--- config.mk ---
export PLATFORM = sky130hd
export DESIGN_NAME = gcd_arbiter
export DESIGN_NICKNAME = d
export VERILOG_FILES = /design/src/rtl/gcd_arbiter.sv
export SDC_FILE = /design/constraint.sdc
export NUM_CORES = 1
export LEC_CHECK = 0
export ABC_AREA = 1
export CAP_MARGIN = 0
export CORE_AREA = 3 3 156 158
export CTS_CLUSTER_DIAMETER = 150
export DETAILED_ROUTE_END_ITERATION = 8
export DIE_AREA = 0 0 159 161
export DONT_BUFFER_PORTS = 1
export GPL_TIMING_DRIVEN = 1
export PLACE_DENSITY = 0.54
export SLEW_MARGIN = 20
export SYNTH_ARGS = -nofsm -noshare
export SYNTH_HDL_FRONTEND = slang
export SYNTH_SLANG_ARGS = --single-unit
--- constraint.sdc ---
create_clock -name clk_i -period 3.4 [get_ports clk_i]
set_input_delay 0.34 -clock clk_i [delete_from_list [all_inputs] [get_ports clk_i]]
set_output_delay 0.34 -clock clk_i [all_outputs]
set_load 0.05 [all_outputs]
--- src/rtl/gcd_arbiter.sv ---
`timescale 1ns/1ps
`default_nettype none
// ============================================================================
//  Module   : gcd_arbiter
//  Purpose  : Round-robin front end that shares one gcd core among NUM_REQ
//             requesters. It accepts one operand pair at a time, gives the
//             core a single-cycle start and waits for its valid pulse. The
//             result goes back to the granted requester on a valid/ready
//             response channel. A watchdog returns an error response if the
//             core never answers.
//  Revision : 1.0  initial release
// ============================================================================
module gcd_arbiter #(
    parameter int NUM_REQ = 4,
    parameter int WIDTH   = 32,
    parameter int TIMEOUT = 1024
) (
    input  logic                     clk_i,
    input  logic                     rst_i,
    // requester side
    input  logic [NUM_REQ-1:0]       req_valid_i,
    input  logic [NUM_REQ*WIDTH-1:0] req_a_i,
    input  logic [NUM_REQ*WIDTH-1:0] req_b_i,
    output logic [NUM_REQ-1:0]       req_ready_o,
    output logic [NUM_REQ-1:0]       rsp_valid_o,
    output logic [WIDTH-1:0]         rsp_result_o,
    output logic                     rsp_err_o,
    input  logic [NUM_REQ-1:0]       rsp_ready_i,
    // core side
    output logic                     gcd_start_o,
    output logic [WIDTH-1:0]         gcd_a_o,
    output logic [WIDTH-1:0]         gcd_b_o,
    input  logic                     gcd_busy_i,
    input  logic                     gcd_valid_i,
    input  logic [WIDTH-1:0]         gcd_result_i
);

    // ------------------------------------------------------------------------
    // Derived constants
    // ------------------------------------------------------------------------
    // Requester id width; NUM_REQ >= 2 so this is at least one bit.
    localparam int c_id_w   = $clog2(NUM_REQ);
    // One extra bit so last_grant + offset (at most 2*NUM_REQ-1) never wraps.
    localparam int c_scan_w = c_id_w + 1;
    // Watchdog counter only has to reach TIMEOUT-1.
    localparam int c_cnt_w  = (TIMEOUT > 1) ? $clog2(TIMEOUT) : 1;

    // After reset the "last served" requester is the highest one, so the
    // first search starts at requester 0.
    localparam logic [c_id_w-1:0]  c_last_init = c_id_w'(NUM_REQ - 1);
    localparam logic [c_cnt_w-1:0] c_cnt_last  = c_cnt_w'(TIMEOUT - 1);
    localparam logic [c_cnt_w-1:0] c_cnt_one   = c_cnt_w'(1);
    localparam logic [c_scan_w-1:0] c_scan_num = c_scan_w'(NUM_REQ);

    // ------------------------------------------------------------------------
    // State encoding
    // ------------------------------------------------------------------------
    typedef enum logic [1:0] {
        ST_IDLE  = 2'd0,   // arbitrate among pending requests
        ST_ISSUE = 2'd1,   // one-cycle start to the core
        ST_WAIT  = 2'd2,   // wait for core valid or watchdog expiry
        ST_RESP  = 2'd3    // hold the response until the owner accepts it
    } state_t;

    state_t                r_state;
    state_t                w_next_state;

    logic [c_id_w-1:0]     r_last_grant;   // requester served most recently
    logic [c_id_w-1:0]     r_id;           // owner of the operation in flight
    logic [WIDTH-1:0]      r_op_a;
    logic [WIDTH-1:0]      r_op_b;
    logic [WIDTH-1:0]      r_result;
    logic                  r_err;
    logic [c_cnt_w-1:0]    r_count;        // cycles spent in WAIT

    logic                  w_found;
    logic [c_id_w-1:0]     w_grant_id;
    logic [c_scan_w-1:0]   w_scan;
    logic [NUM_REQ-1:0]    w_grant_onehot;
    logic [NUM_REQ-1:0]    w_id_onehot;
    logic [WIDTH-1:0]      w_sel_a;
    logic [WIDTH-1:0]      w_sel_b;
    logic                  w_count_done;

    assign w_count_done = (r_count == c_cnt_last);

    // ------------------------------------------------------------------------
    // Round-robin search: first valid requester above last_grant, wrapping.
    // ------------------------------------------------------------------------
    always_comb begin
        w_found    = 1'b0;
        w_grant_id = '0;
        w_scan     = '0;
        for (int k = 1; k <= NUM_REQ; k++) begin
            w_scan = {1'b0, r_last_grant} + c_scan_w'(k);
            if (w_scan >= c_scan_num) begin
                w_scan = w_scan - c_scan_num;
            end
            if (!w_found && req_valid_i[w_scan[c_id_w-1:0]]) begin
                w_found    = 1'b1;
                w_grant_id = w_scan[c_id_w-1:0];
            end
        end
    end

    // Decode the candidate grant and the in-flight owner to one-hot vectors,
    // and pick the candidate's operand slices.
    always_comb begin
        w_grant_onehot = '0;
        w_id_onehot    = '0;
        w_sel_a        = '0;
        w_sel_b        = '0;
        for (int i = 0; i < NUM_REQ; i++) begin
            if (w_grant_id == c_id_w'(i)) begin
                w_grant_onehot[i] = 1'b1;
                w_sel_a           = req_a_i[i*WIDTH +: WIDTH];
                w_sel_b           = req_b_i[i*WIDTH +: WIDTH];
            end
            if (r_id == c_id_w'(i)) begin
                w_id_onehot[i] = 1'b1;
            end
        end
    end

    // ------------------------------------------------------------------------
    // FSM state register
    // ------------------------------------------------------------------------
    always_ff @(posedge clk_i or posedge rst_i) begin
        if (rst_i) begin
            r_state <= ST_IDLE;
        end else begin
            r_state <= w_next_state;
        end
    end

    // FSM next-state and handshake outputs.
    always_comb begin
        w_next_state = r_state;
        req_ready_o  = '0;
        rsp_valid_o  = '0;
        gcd_start_o  = 1'b0;
        case (r_state)
            ST_IDLE: begin
                if (w_found) begin
                    w_next_state = ST_ISSUE;
                    // The accept pulse is combinational; keep it quiet while
                    // reset is held so every output reads zero in reset.
                    if (!rst_i) begin
                        req_ready_o = w_grant_onehot;
                    end
                end
            end
            ST_ISSUE: begin
                gcd_start_o  = 1'b1;
                w_next_state = ST_WAIT;
            end
            ST_WAIT: begin
                if (gcd_valid_i || w_count_done) begin
                    w_next_state = ST_RESP;
                end
            end
            ST_RESP: begin
                rsp_valid_o = w_id_onehot;
                // Only the owner's ready bit can close the response.
                if (rsp_ready_i[r_id]) begin
                    w_next_state = ST_IDLE;
                end
            end
            default: begin
                w_next_state = ST_IDLE;
            end
        endcase
    end

    // ------------------------------------------------------------------------
    // Datapath: capture operands on grant, run the watchdog, capture result.
    // ------------------------------------------------------------------------
    always_ff @(posedge clk_i or posedge rst_i) begin
        if (rst_i) begin
            r_last_grant <= c_last_init;
            r_id         <= '0;
            r_op_a       <= '0;
            r_op_b       <= '0;
            r_result     <= '0;
            r_err        <= 1'b0;
            r_count      <= '0;
        end else begin
            case (r_state)
                ST_IDLE: begin
                    if (w_found) begin
                        r_id   <= w_grant_id;
                        r_op_a <= w_sel_a;
                        r_op_b <= w_sel_b;
                    end
                end
                ST_ISSUE: begin
                    r_count <= '0;
                end
                ST_WAIT: begin
                    // A valid pulse on the expiry cycle still counts as a
                    // real result.
                    if (gcd_valid_i) begin
                        r_result <= gcd_result_i;
                        r_err    <= 1'b0;
                    end else if (w_count_done) begin
                        r_result <= '0;
                        r_err    <= 1'b1;
                    end else begin
                        r_count <= r_count + c_cnt_one;
                    end
                end
                ST_RESP: begin
                    if (rsp_ready_i[r_id]) begin
                        r_last_grant <= r_id;
                    end
                end
                default: begin
                    r_count <= '0;
                end
            endcase
        end
    end

    // Operands stay on the core bus from ISSUE through RESP; the response
    // payload is only presented while the response is valid.
    assign gcd_a_o      = r_op_a;
    assign gcd_b_o      = r_op_b;
    assign rsp_result_o = (r_state == ST_RESP) ? r_result : '0;
    assign rsp_err_o    = (r_state == ST_RESP) ? r_err    : 1'b0;

    // ------------------------------------------------------------------------
    // Protocol checks (simulation only)
    // ------------------------------------------------------------------------
`ifndef SYNTHESIS
    // The core must be idle whenever a new start is issued.
    a_core_idle_on_issue : assert property (
        @(posedge clk_i) disable iff (rst_i)
        (r_state == ST_ISSUE) |-> !gcd_busy_i
    );

    // Accept and response vectors never address more than one requester.
    a_ready_onehot : assert property (
        @(posedge clk_i) disable iff (rst_i) $onehot0(req_ready_o)
    );

    a_rsp_onehot : assert property (
        @(posedge clk_i) disable iff (rst_i) $onehot0(rsp_valid_o)
    );
`endif

endmodule
`default_nettype wire

==> summary.md <==
| Metric | Value |
|---|---|
| Status | complete, no violations |
| Final min period | about 2800 ps |
| Die X | 159 µm |
| Post-Route WL | roughly 27,000 µm |
| Largest net degree at the start of global routing | 67 |
| Synth top cells by count | nand2_1 (378), nand3_1 (168), nand4_1 (132) |
| H-tree levels | 4 |
| Final instance area | ~0.0080 mm² |
| First-pass GRT wire length | 40,000 µm |
| Min-delay worst type | primary input to flip-flop |
| CP Data Required Time | around 3700 ps |
| Die Ht | 161 µm |
| Worst-Margin Slew | around 800 ps |
| CTS clock-pin slew for the worst setup and hold paths | around 60 ps |
| Reg2reg path depth | 13 |
| CP Max Fanout | 65 |
| Rel. slew slack | between 40% and 50% |
| Fraction of layout cells with a size suffix above 1 | around 7.5% |
| Register area share after synthesis | roughly 40% |
| Mean Syn Cell Area | roughly 6.9 µm² |
| N_diodes | 0 |
| Pwr/cell area | around 1500 mW/mm² |
| Critical path class | flip-flop to flip-flop |
| Worst IR Drop VDD | approximately 0.56 mV |
| Reg-to-reg endpoint | gcd_a_o[10] |
| DR DRC count | 0 |
| Post-route setup TNS | 0 ps |
| CP Capture Point | gcd_a_o[10] |
| Num Clock Sinks | 113 |
| Post-route clock period utilization | 83.7% |
| Gpl congestion | roughly 0.82 |
| DP Area | between 0.007 and 0.008 mm² |
| Max-cap violations | 0 |
| Core ar. | 0.0233 mm² |
| Power Internal | a little under 0.005 W |
| Share of the synthesized area in the top cell type | about two fifths |
| Die area | approximately 0.026 mm² |
| Netlist Area Pre-Place | about 0.0072 mm² |
| Startpoint types | flip-flop |
| Starting Density | between 30% and 40% |
| Fmax | around 0.35 GHz |
| Grt ovf | 0 |
| Clock Skew | between 10 and 15 ps |
| Post-CTS Setup Inserts | 0 |
| Worst-skew pair later-pin latency | 410 ps |
| Site row count | 56 |
| Layout area overhead | 11.0% |
| Most common cell in the netlist | nand2_1 |
| Largest area contributor in the netlist | dfrtp_1 |
| Max Root-Sink Buffers | 2 |
| Clock power share | around 16% |
| Combinational share of power | between 50% and 60% |
| Total CTS buffers | 17 |
| Reg2Reg Setup Slack | around 550 ps |
| Largest cells by area after synthesis | dfrtp_1 (39%), nand2_1 (20%), nand3_1 (12%), nand4_1 (11%), buf_2 (3.1%) |
| Cell variety after synth | 29 |
| FF+latch count, synth | 113 |
| Drt wl/cell | between 20 and 25 µm |
| Final setup viols | 0 |
| Cell count after synthesis | 1,037 |
| DR pass1 iterations | 5 |
| Initial drt markers | between 600 and 700 |
| Gates resized, CTS repair | 0 |
| Initial antenna violation count | 2 |
| Vias/cell | around 5.5 |
| Asr flop ratio synth | between 90% and 100% |
| CTS Hold Buffers Added | 2 |
| RR Startpoint | r_last_grant[0] |
| Final Hold Violating Endpoints | 0 |
| Antenna Nets Post-Route | 0 |
| CP Data Arrival Time | 3190 ps |
| Seq pwr share | between 20% and 30% |
| Number of global-route vias before repair | ~6,600 |
| Synthesis warning total | 0 |
| Root Driver | clkbuf_16 |
| Port bufs | 0 |
| Nets | approximately 1,300 |
| CP Capture Type | flip-flop |
| Synth Flop Type | dfrtp_1 |
| Vias | roughly 7,300 |
| P_sw | approximately 0.0072 W |
| I/O Pins | around 410 |
| Global-route usage over all layers | 19.8% |
| Leakage | roughly 3.9 nW |
| Final Max Slew Viols | 0 |
| RSZ-0062 raised after global routing | no |
| Syn nets | approximately 1,300 |
| CTS tree | done |
| Post-DP HPWL | 19,100 µm |
| Switch share | 59.3% |
| Critical Path Start | r_last_grant[0] |
| Post-synth EDFFs | 0 |
[metal layers]
layer | wire length (µm) | share of wire (%) | track usage [%] | up-vias
li1 | - | - | - | 3410
met1 | 10700 | 40 | 24.7 | 3426
met2 | 12300 | 46 | 30.5 | 370
met3 | 2870 | 11 | 8.36 | 45
met4 | 858 | 3.2 | 7.60 | 4
met5 | 15 | 0.056 | 0 | -
[power by group through the flow]
stage	combinational (W)	sequential [W]	clock, W
2_1_floorplan	0.00556	0.00344	0
3_3_place_gp	0.00666	0.00366	0
3_5_place_dp	0.00675	0.00366	0
4_1_cts	0.00676	0.00364	0.00194
5_1_grt	0.00747	0.00371	0.00200
6_report	0.00668	0.00363	0.00189
[worst max-delay path: stages, from the launching register on]
cell and delay [ps]:
dfstp_2 620, inv_4 70, nand2_1 60, nand2_1 80
nand2_1 100, nand2_2 80, nor2_4 100, nand3_1 160
nand3_4 270, buf_4 600, nand4_1 300, nand4_1 170
nand2_1 60, nand2_1 90
[cells by family after synthesis]
family          after synthesis  synth area share (%)
buf+inv                     150                  9.84
flops                       113                  39.3
compound gates               53                  3.89
xor+xnor                      1                 0.122
fa+ha+maj                     5                 0.869
simple gates                715                  45.9
[cells in the final DEF, fill, tap and decap left out, types with 2 or more instances in the layout]
master and count:
dfstp_2 2, buf_4 23, nand4_1 132, dfrtp_1 111, dlygate4sd3_1 2, nand2_1 376
bufinv_16 4, clkbuf_16 17, nor2_1 15, nor3_1 11, nor2_4 2, a21oi_1 8
inv_2 3, buf_12 2, nand2_2 6, ha_1 5, inv_1 56, clkinv_2 3
clkinvlp_4 3, clkinv_4 3, o21ai_0 41, nand3_1 168, clkbuf_1 2, nand2_4 2
[sequential cells by signal, summed over array words and instances (netlist names)]
signal	count
r_state	2
gcd_b_o	32
r_last_grant	2
r_count	10
r_id	2
gcd_a_o	32
r_result	32
r_err	1
[per-stage QoR]
step	power [W]	hold WS (ps)	instances	worst slack, ps	utilization [%]
floorplan	0.00900	464	1037	153	-
global placement	0.0103	124	1292	633	31.6
detailed placement	0.0104	122	1292	591	31.6
CTS	0.0123	41.6	1326	580	34.3
global route	0.0132	47.2	1326	298	34.3
finish	0.0122	66.4	1326	553	34.3
[worst min-delay path by stage]
stage          cells past startpoint       startpoint  slack [ps]          end
2_1_floorplan                      1       r_count[4]         460   r_count[4]
3_3_place_gp                       1            rst_i         120   r_count[2]
3_5_place_dp                       1            rst_i         120   r_count[2]
4_1_cts                            2  gcd_result_i[0]          40  r_result[0]
5_1_grt                            2  gcd_result_i[1]          50  r_result[1]
6_report                           2  gcd_result_i[1]          70  r_result[1]
[layout make-up]
type | count | area [µm²]
flip-flops and latches | 113 | 2830
multi-input cells | 774 | 3670
clock buffers | 19 | 433
well taps | 319 | 399
repair buffers | 27 | 233
clock inverters | 13 | 185
inverters | 61 | 235
fillers | 2512 | 15300
Power figures use the tool's default switching activity.
